===== src/rtl/bank_req_sequencer.sv =====
// In-order request front-end for multi_bank_memory: queues client requests,
// issues them one per cycle on the memory port and returns read data.
module bank_req_sequencer #(
  parameter int DATA_WIDTH = 8,
  parameter int ADDR_WIDTH = 4,
  parameter int NUM_BANKS  = 4,
  parameter int FIFO_DEPTH = 4
) (
  input  logic                         clk,
  input  logic                         rst,
  input  logic                         req_valid,
  output logic                         req_ready,
  input  logic                         req_we,
  input  logic [$clog2(NUM_BANKS)-1:0] req_bank,
  input  logic [ADDR_WIDTH-1:0]        req_addr,
  input  logic [DATA_WIDTH-1:0]        req_data,
  output logic                         mem_we,
  output logic [ADDR_WIDTH-1:0]        mem_addr,
  output logic [DATA_WIDTH-1:0]        mem_din,
  output logic [$clog2(NUM_BANKS)-1:0] mem_bank_sel,
  input  logic [DATA_WIDTH-1:0]        mem_dout,
  output logic                         rsp_valid,
  input  logic                         rsp_ready,
  output logic [DATA_WIDTH-1:0]        rsp_data,
  output logic [$clog2(NUM_BANKS)-1:0] rsp_bank,
  output logic [ADDR_WIDTH-1:0]        rsp_addr,
  output logic                         busy
);

  localparam int BANK_W = $clog2(NUM_BANKS);
  localparam int PTR_W  = $clog2(FIFO_DEPTH);
  localparam int CNT_W  = PTR_W + 1;
  localparam logic [CNT_W-1:0] FULL_CNT = CNT_W'(FIFO_DEPTH);

  logic                  fifo_we_q   [FIFO_DEPTH];
  logic [BANK_W-1:0]     fifo_bank_q [FIFO_DEPTH];
  logic [ADDR_WIDTH-1:0] fifo_addr_q [FIFO_DEPTH];
  logic [DATA_WIDTH-1:0] fifo_data_q [FIFO_DEPTH];

  logic [PTR_W-1:0]      wr_ptr_q, wr_ptr_d;
  logic [PTR_W-1:0]      rd_ptr_q, rd_ptr_d;
  logic [CNT_W-1:0]      count_q, count_d;

  logic                  mem_we_q, mem_we_d;
  logic [ADDR_WIDTH-1:0] mem_addr_q, mem_addr_d;
  logic [DATA_WIDTH-1:0] mem_din_q, mem_din_d;
  logic [BANK_W-1:0]     mem_bank_q, mem_bank_d;

  logic                  rd_s1_q, rd_s1_d;
  logic                  rd_s2_q, rd_s2_d;
  logic [BANK_W-1:0]     rd_s2_bank_q, rd_s2_bank_d;
  logic [ADDR_WIDTH-1:0] rd_s2_addr_q, rd_s2_addr_d;

  logic                  rsp_valid_q, rsp_valid_d;
  logic [DATA_WIDTH-1:0] rsp_data_q, rsp_data_d;
  logic [BANK_W-1:0]     rsp_bank_q, rsp_bank_d;
  logic [ADDR_WIDTH-1:0] rsp_addr_q, rsp_addr_d;
  logic                  busy_q, busy_d;

  logic                  full_s, empty_s, push_s, pop_s;
  logic                  rsp_drain_s, read_clear_s;
  logic                  head_we_s;
  logic [BANK_W-1:0]     head_bank_s;
  logic [ADDR_WIDTH-1:0] head_addr_s;
  logic [DATA_WIDTH-1:0] head_data_s;

  assign full_s  = (count_q == FULL_CNT);
  assign empty_s = (count_q == {CNT_W{1'b0}});
  // A same-cycle pop never frees a slot for a same-cycle push.
  assign req_ready = !full_s && !rst;
  assign push_s    = req_valid && req_ready;

  assign head_we_s   = fifo_we_q[rd_ptr_q];
  assign head_bank_s = fifo_bank_q[rd_ptr_q];
  assign head_addr_s = fifo_addr_q[rd_ptr_q];
  assign head_data_s = fifo_data_q[rd_ptr_q];

  // Only one read may be outstanding, and its response slot must be free on capture.
  assign rsp_drain_s  = rsp_valid_q && rsp_ready;
  assign read_clear_s = !rd_s1_q && !rd_s2_q && (!rsp_valid_q || rsp_drain_s);
  assign pop_s        = !empty_s && (head_we_s || read_clear_s);

  // Queue storage; entries need no reset since occupancy gates their use.
  always_ff @(posedge clk) begin
    if (push_s) begin
      fifo_we_q[wr_ptr_q]   <= req_we;
      fifo_bank_q[wr_ptr_q] <= req_bank;
      fifo_addr_q[wr_ptr_q] <= req_addr;
      fifo_data_q[wr_ptr_q] <= req_data;
    end
  end

  // Queue pointer and occupancy next-state.
  always_comb begin
    wr_ptr_d = wr_ptr_q;
    rd_ptr_d = rd_ptr_q;
    count_d  = count_q;
    if (push_s) begin
      wr_ptr_d = wr_ptr_q + PTR_W'(1);
    end else begin
      wr_ptr_d = wr_ptr_q;
    end
    if (pop_s) begin
      rd_ptr_d = rd_ptr_q + PTR_W'(1);
    end else begin
      rd_ptr_d = rd_ptr_q;
    end
    case ({push_s, pop_s})
      2'b10:   count_d = count_q + CNT_W'(1);
      2'b01:   count_d = count_q - CNT_W'(1);
      default: count_d = count_q;
    endcase
  end

  // Issue stage: load the memory port from the head entry when it pops.
  always_comb begin
    mem_we_d   = 1'b0;
    mem_addr_d = mem_addr_q;
    mem_din_d  = mem_din_q;
    mem_bank_d = mem_bank_q;
    rd_s1_d    = 1'b0;
    if (pop_s) begin
      mem_addr_d = head_addr_s;
      mem_bank_d = head_bank_s;
      if (head_we_s) begin
        mem_we_d  = 1'b1;
        mem_din_d = head_data_s;
      end else begin
        rd_s1_d = 1'b1;
      end
    end else begin
      mem_we_d = 1'b0;
    end
  end

  // Read tracking and response slot.
  always_comb begin
    rd_s2_d      = rd_s1_q;
    rd_s2_bank_d = mem_bank_q;
    rd_s2_addr_d = mem_addr_q;
    rsp_valid_d  = rsp_valid_q;
    rsp_data_d   = rsp_data_q;
    rsp_bank_d   = rsp_bank_q;
    rsp_addr_d   = rsp_addr_q;
    if (rd_s2_q) begin
      rsp_valid_d = 1'b1;
      rsp_data_d  = mem_dout;
      rsp_bank_d  = rd_s2_bank_q;
      rsp_addr_d  = rd_s2_addr_q;
    end else if (rsp_drain_s) begin
      rsp_valid_d = 1'b0;
    end else begin
      rsp_valid_d = rsp_valid_q;
    end
    busy_d = (count_d != {CNT_W{1'b0}}) || rd_s1_d || rd_s2_d || rsp_valid_d;
  end

  // State registers with synchronous reset.
  always_ff @(posedge clk) begin
    if (rst) begin
      wr_ptr_q     <= {PTR_W{1'b0}};
      rd_ptr_q     <= {PTR_W{1'b0}};
      count_q      <= {CNT_W{1'b0}};
      mem_we_q     <= 1'b0;
      mem_addr_q   <= {ADDR_WIDTH{1'b0}};
      mem_din_q    <= {DATA_WIDTH{1'b0}};
      mem_bank_q   <= {BANK_W{1'b0}};
      rd_s1_q      <= 1'b0;
      rd_s2_q      <= 1'b0;
      rd_s2_bank_q <= {BANK_W{1'b0}};
      rd_s2_addr_q <= {ADDR_WIDTH{1'b0}};
      rsp_valid_q  <= 1'b0;
      rsp_data_q   <= {DATA_WIDTH{1'b0}};
      rsp_bank_q   <= {BANK_W{1'b0}};
      rsp_addr_q   <= {ADDR_WIDTH{1'b0}};
      busy_q       <= 1'b0;
    end else begin
      wr_ptr_q     <= wr_ptr_d;
      rd_ptr_q     <= rd_ptr_d;
      count_q      <= count_d;
      mem_we_q     <= mem_we_d;
      mem_addr_q   <= mem_addr_d;
      mem_din_q    <= mem_din_d;
      mem_bank_q   <= mem_bank_d;
      rd_s1_q      <= rd_s1_d;
      rd_s2_q      <= rd_s2_d;
      rd_s2_bank_q <= rd_s2_bank_d;
      rd_s2_addr_q <= rd_s2_addr_d;
      rsp_valid_q  <= rsp_valid_d;
      rsp_data_q   <= rsp_data_d;
      rsp_bank_q   <= rsp_bank_d;
      rsp_addr_q   <= rsp_addr_d;
      busy_q       <= busy_d;
    end
  end

  assign mem_we       = mem_we_q;
  assign mem_addr     = mem_addr_q;
  assign mem_din      = mem_din_q;
  assign mem_bank_sel = mem_bank_q;
  assign rsp_valid    = rsp_valid_q;
  assign rsp_data     = rsp_data_q;
  assign rsp_bank     = rsp_bank_q;
  assign rsp_addr     = rsp_addr_q;
  assign busy         = busy_q;

endmodule


===== config.mk =====
export PLATFORM = sky130hd
export DESIGN_NAME = bank_req_sequencer
export DESIGN_NICKNAME = d
export VERILOG_FILES = /design/src/rtl/bank_req_sequencer.sv
export SDC_FILE = /design/constraint.sdc
export NUM_CORES = 1
export LEC_CHECK = 0
export ABC_AREA = 1
export BUFFER_PORTS_ARGS = -buffer_cell sky130_fd_sc_hd__buf_2
export CAP_MARGIN = 20
export CORE_MARGIN = 3
export CORE_UTILIZATION = 56
export CTS_CLUSTER_DIAMETER = 60
export DETAILED_ROUTE_END_ITERATION = 12
export GPL_TIMING_DRIVEN = 0
export PLACE_DENSITY = 0.78
export SKIP_CTS_REPAIR_TIMING = 1
export SLEW_MARGIN = 20
export SYNTH_ARGS = -nofsm -noshare
export SYNTH_HDL_FRONTEND = slang
export SYNTH_SLANG_ARGS = --single-unit

===== constraint.sdc =====
create_clock -name clk -period 3.1 [get_ports clk]
set_clock_uncertainty 0.2 [all_clocks]
set_input_delay 0.155 -clock clk [delete_from_list [all_inputs] [get_ports clk]]
set_output_delay 0.155 -clock clk [all_outputs]
set_load 0.05 [all_outputs]

==> out/results.ini <==
[status]
outcome=finished clean

[setup_path]
cp-end-kind=flip-flop
critPathKind=primary input to flip-flop
start_kind=primary input
crit_arrival_ns=2.73
crit_required_ns=3.15
crit_path_max_fanout=9

[place]
io_buffers=58
finalWeightedCongestion=0.7416
post-place-ws_ns=0.6226
hpwlAfterDp_mm=5.437

[floorplan]
die_y_um=92.22
num_rows=30
die_area_um2=8504
initial_utilization_pct=59.62
core_area_um2=6982
io_pins=59
die_w_um=92.22

[logic_synthesis]
ys_ff_latch=108
synth_flop_cell=edfxtp_1
synth-edff-count=60
syn-num-nets=437
yosys_warnings=0
synth_cells=404
synth.most_common_cell=nor2_1
yosys.area.top_type=edfxtp_1
ys_seq_area_share_pct=66.37
synthTopCellsByCount=nor2_1 (114), edfxtp_1 (60), o21ai_0 (58)
synthArstFlopShare_pct=0
synth.area.top_cells=edfxtp_1 (43%), dfxtp_1 (23%), nor2_1 (10%)
synth_top_area_share_pct=43.28
syn_area_um2=4163
avgSynthCellArea_um2=10.30
yosysUniqueCellTypes=29

[sta]
finalCritPeriodShare_pct=86.26
fin_ws_ns=0.4260
grt_setup_unrepaired=false
slew_headroom_pct=39.42
slew_viol_final=0
hold_viol=0
period_needed_ns=2.674
worstMarginPinSlew_ns=0.9077
fin_setup_tns_ns=0
fmaxAchievable_ghz=0.3740
setup_violations=0

[cts]
cts-root-buf=clkbuf_8
clkLatencyLatePin_ns=0.36
htreeDepth=3
numCtsBuffers=9
cts_tree=yes
clockBufferDepth=2
clk_pin_slew_ns=0.10
cts_sinks=108

[min_path]
hp-class=primary input to flip-flop

[finish]
area_delta_synth_final_pct=22.39
diodes=0
num-nets-final=531
num-fill-cells=502
drive_gt1_share_pct=20.48

[pwr]
cellPowerDensity_nw_per_um2=943.4
p_total_mw=4.807
peakVddDrop_uv=396.5
leakagePower_nw=2.182

[routing]
wirelength_mm=8.526
antenna_left=0
drtIter0Drc=137
post-route-drc-count=0
drt_pass1_iterations=5
wl_per_cell_um=14.23
vias=3032
routed_via_density=5.062

[grt]
antenna_found_initial=0
grt_max_degree=18
gr-total-overflow=0
grt_usage_pct=20.43
grt_pass1_wl_mm=13.38
grt_pass1_vias=2880

[flow_run]
max_cap_viol_count=0

## placed cells by master, fill, tap and decap left out, types with 2 or more instances in the layout
cell / count
dlygate4sd3_1: 25
clkbuf_8: 10
o21ai_1: 2
nand2_4: 3
edfxtp_1: 60
a21oi_2: 2
bufinv_16: 2
inv_1: 33
inv_2: 2
nand2_1: 39
dfxtp_1: 48
clkbuf_1: 5
a21oi_1: 2
nand3_1: 5
nand3_4: 2
xor2_1: 3
nand3_2: 3
nor2_2: 6
clkbuf_16: 2
buf_2: 64
o21ai_0: 58
ha_1: 5
nor2_1: 110
## sequential cells by signal (all words and copies together) (netlist names), named ones only
signal	count
busy	1
count_q	3
fifo_addr_q	16
fifo_bank_q	8
fifo_data_q	32
fifo_we_q	4
mem_addr	4
mem_bank_sel	2
mem_din	8
mem_we	1
rd_ptr_q	2
rd_s1_q	1
rd_s2_addr_q	4
rd_s2_bank_q	2
rd_s2_q	1
rsp_addr	4
rsp_bank	2
rsp_data	8
rsp_valid	1
wr_ptr_q	2
## cell families (layout without fill, tap and decap cells)
family / after synthesis / count (layout) / synth area share [%]
AO/OA/AOI/OAI: 65 / 65 / 8.025
AND/OR/NAND/NOR: 170 / 170 / 17.37
flip-flops: 108 / 108 / 66.37
XOR/XNOR: 3 / 3 / 0.6313
adder cells (fa/ha/maj): 6 / 6 / 1.984
buffers and inverters: 52 / 151 / 5.621
## final timing paths
check                           slack, ns          end  depth (start not counted)       from
worst max-delay path                 0.43         busy                         12        rst
worst min-delay path                 0.01  wr_ptr_q[1]                          3  req_valid
worst max register to register       0.53         busy                         13    rd_s2_q
worst min register to register       0.26      rd_s2_q                          2    rd_s1_q
## metrics by stage
step | utilization [%] | hold slack (ns) | area (um^2) | cells
2_1_floorplan | - | 0.02198 | 4163 | 404
3_3_place_gp | 65.50 | 0.1664 | 4573 | 558
3_5_place_dp | 65.65 | 0.1735 | 4583 | 558
4_1_cts | 69.39 | -0.2126 | 4845 | 574
5_1_grt | 72.97 | 0.04517 | 5095 | 599
6_report | 72.97 | 0.01203 | 5095 | 599
## layer usage
| layer | vias up | track usage, % | wire length (um) |
|---|---|---|---|
| met5 | - | 0 | 0 |
| met4 | 0 | 9.035 | 192 |
| met3 | 19 | 3.281 | 473 |
| met2 | 90 | 35.46 | 4164 |
| met1 | 1424 | 25.14 | 3696 |
| li1 | 1499 | - | - |
## power by group
| part | switching, mW | total (mW) | internal [mW] | leakage, nW |
|---|---|---|---|---|
| Combinational | 1.36 | 1.92 | 0.563 | 1.11 |
| Sequential | 0.103 | 1.84 | 1.74 | 0.939 |
| Clock | 0.465 | 1.04 | 0.577 | 0.133 |
## area by class of cell
class                   count  area (um^2)  share of cell area (%)
clock buffers              12        187.7                   3.684
multi-input cells         244         1176                   23.08
inverters                  36        135.1                   2.652
plain buffers              16        98.84                   1.940
repair buffers             83        540.5                   10.61
clock inverters             4        73.82                   1.449
flip-flops and latches    108         2763                   54.22
well taps                  96        120.1                   2.358
## critical path, cell delays in order
cell and delay (ns):
dlygate4sd3_1 0.52, buf_2 0.17, clkinv_1 0.27, nand3_2 0.30
ha_1 0.21, inv_1 0.07, fa_1 0.48, nand2_1 0.05
o21ai_0 0.13, nand2_1 0.09, o21ai_0 0.17, nand3_1 0.10
No activity file was read; power rests on OpenSTA's default activity.
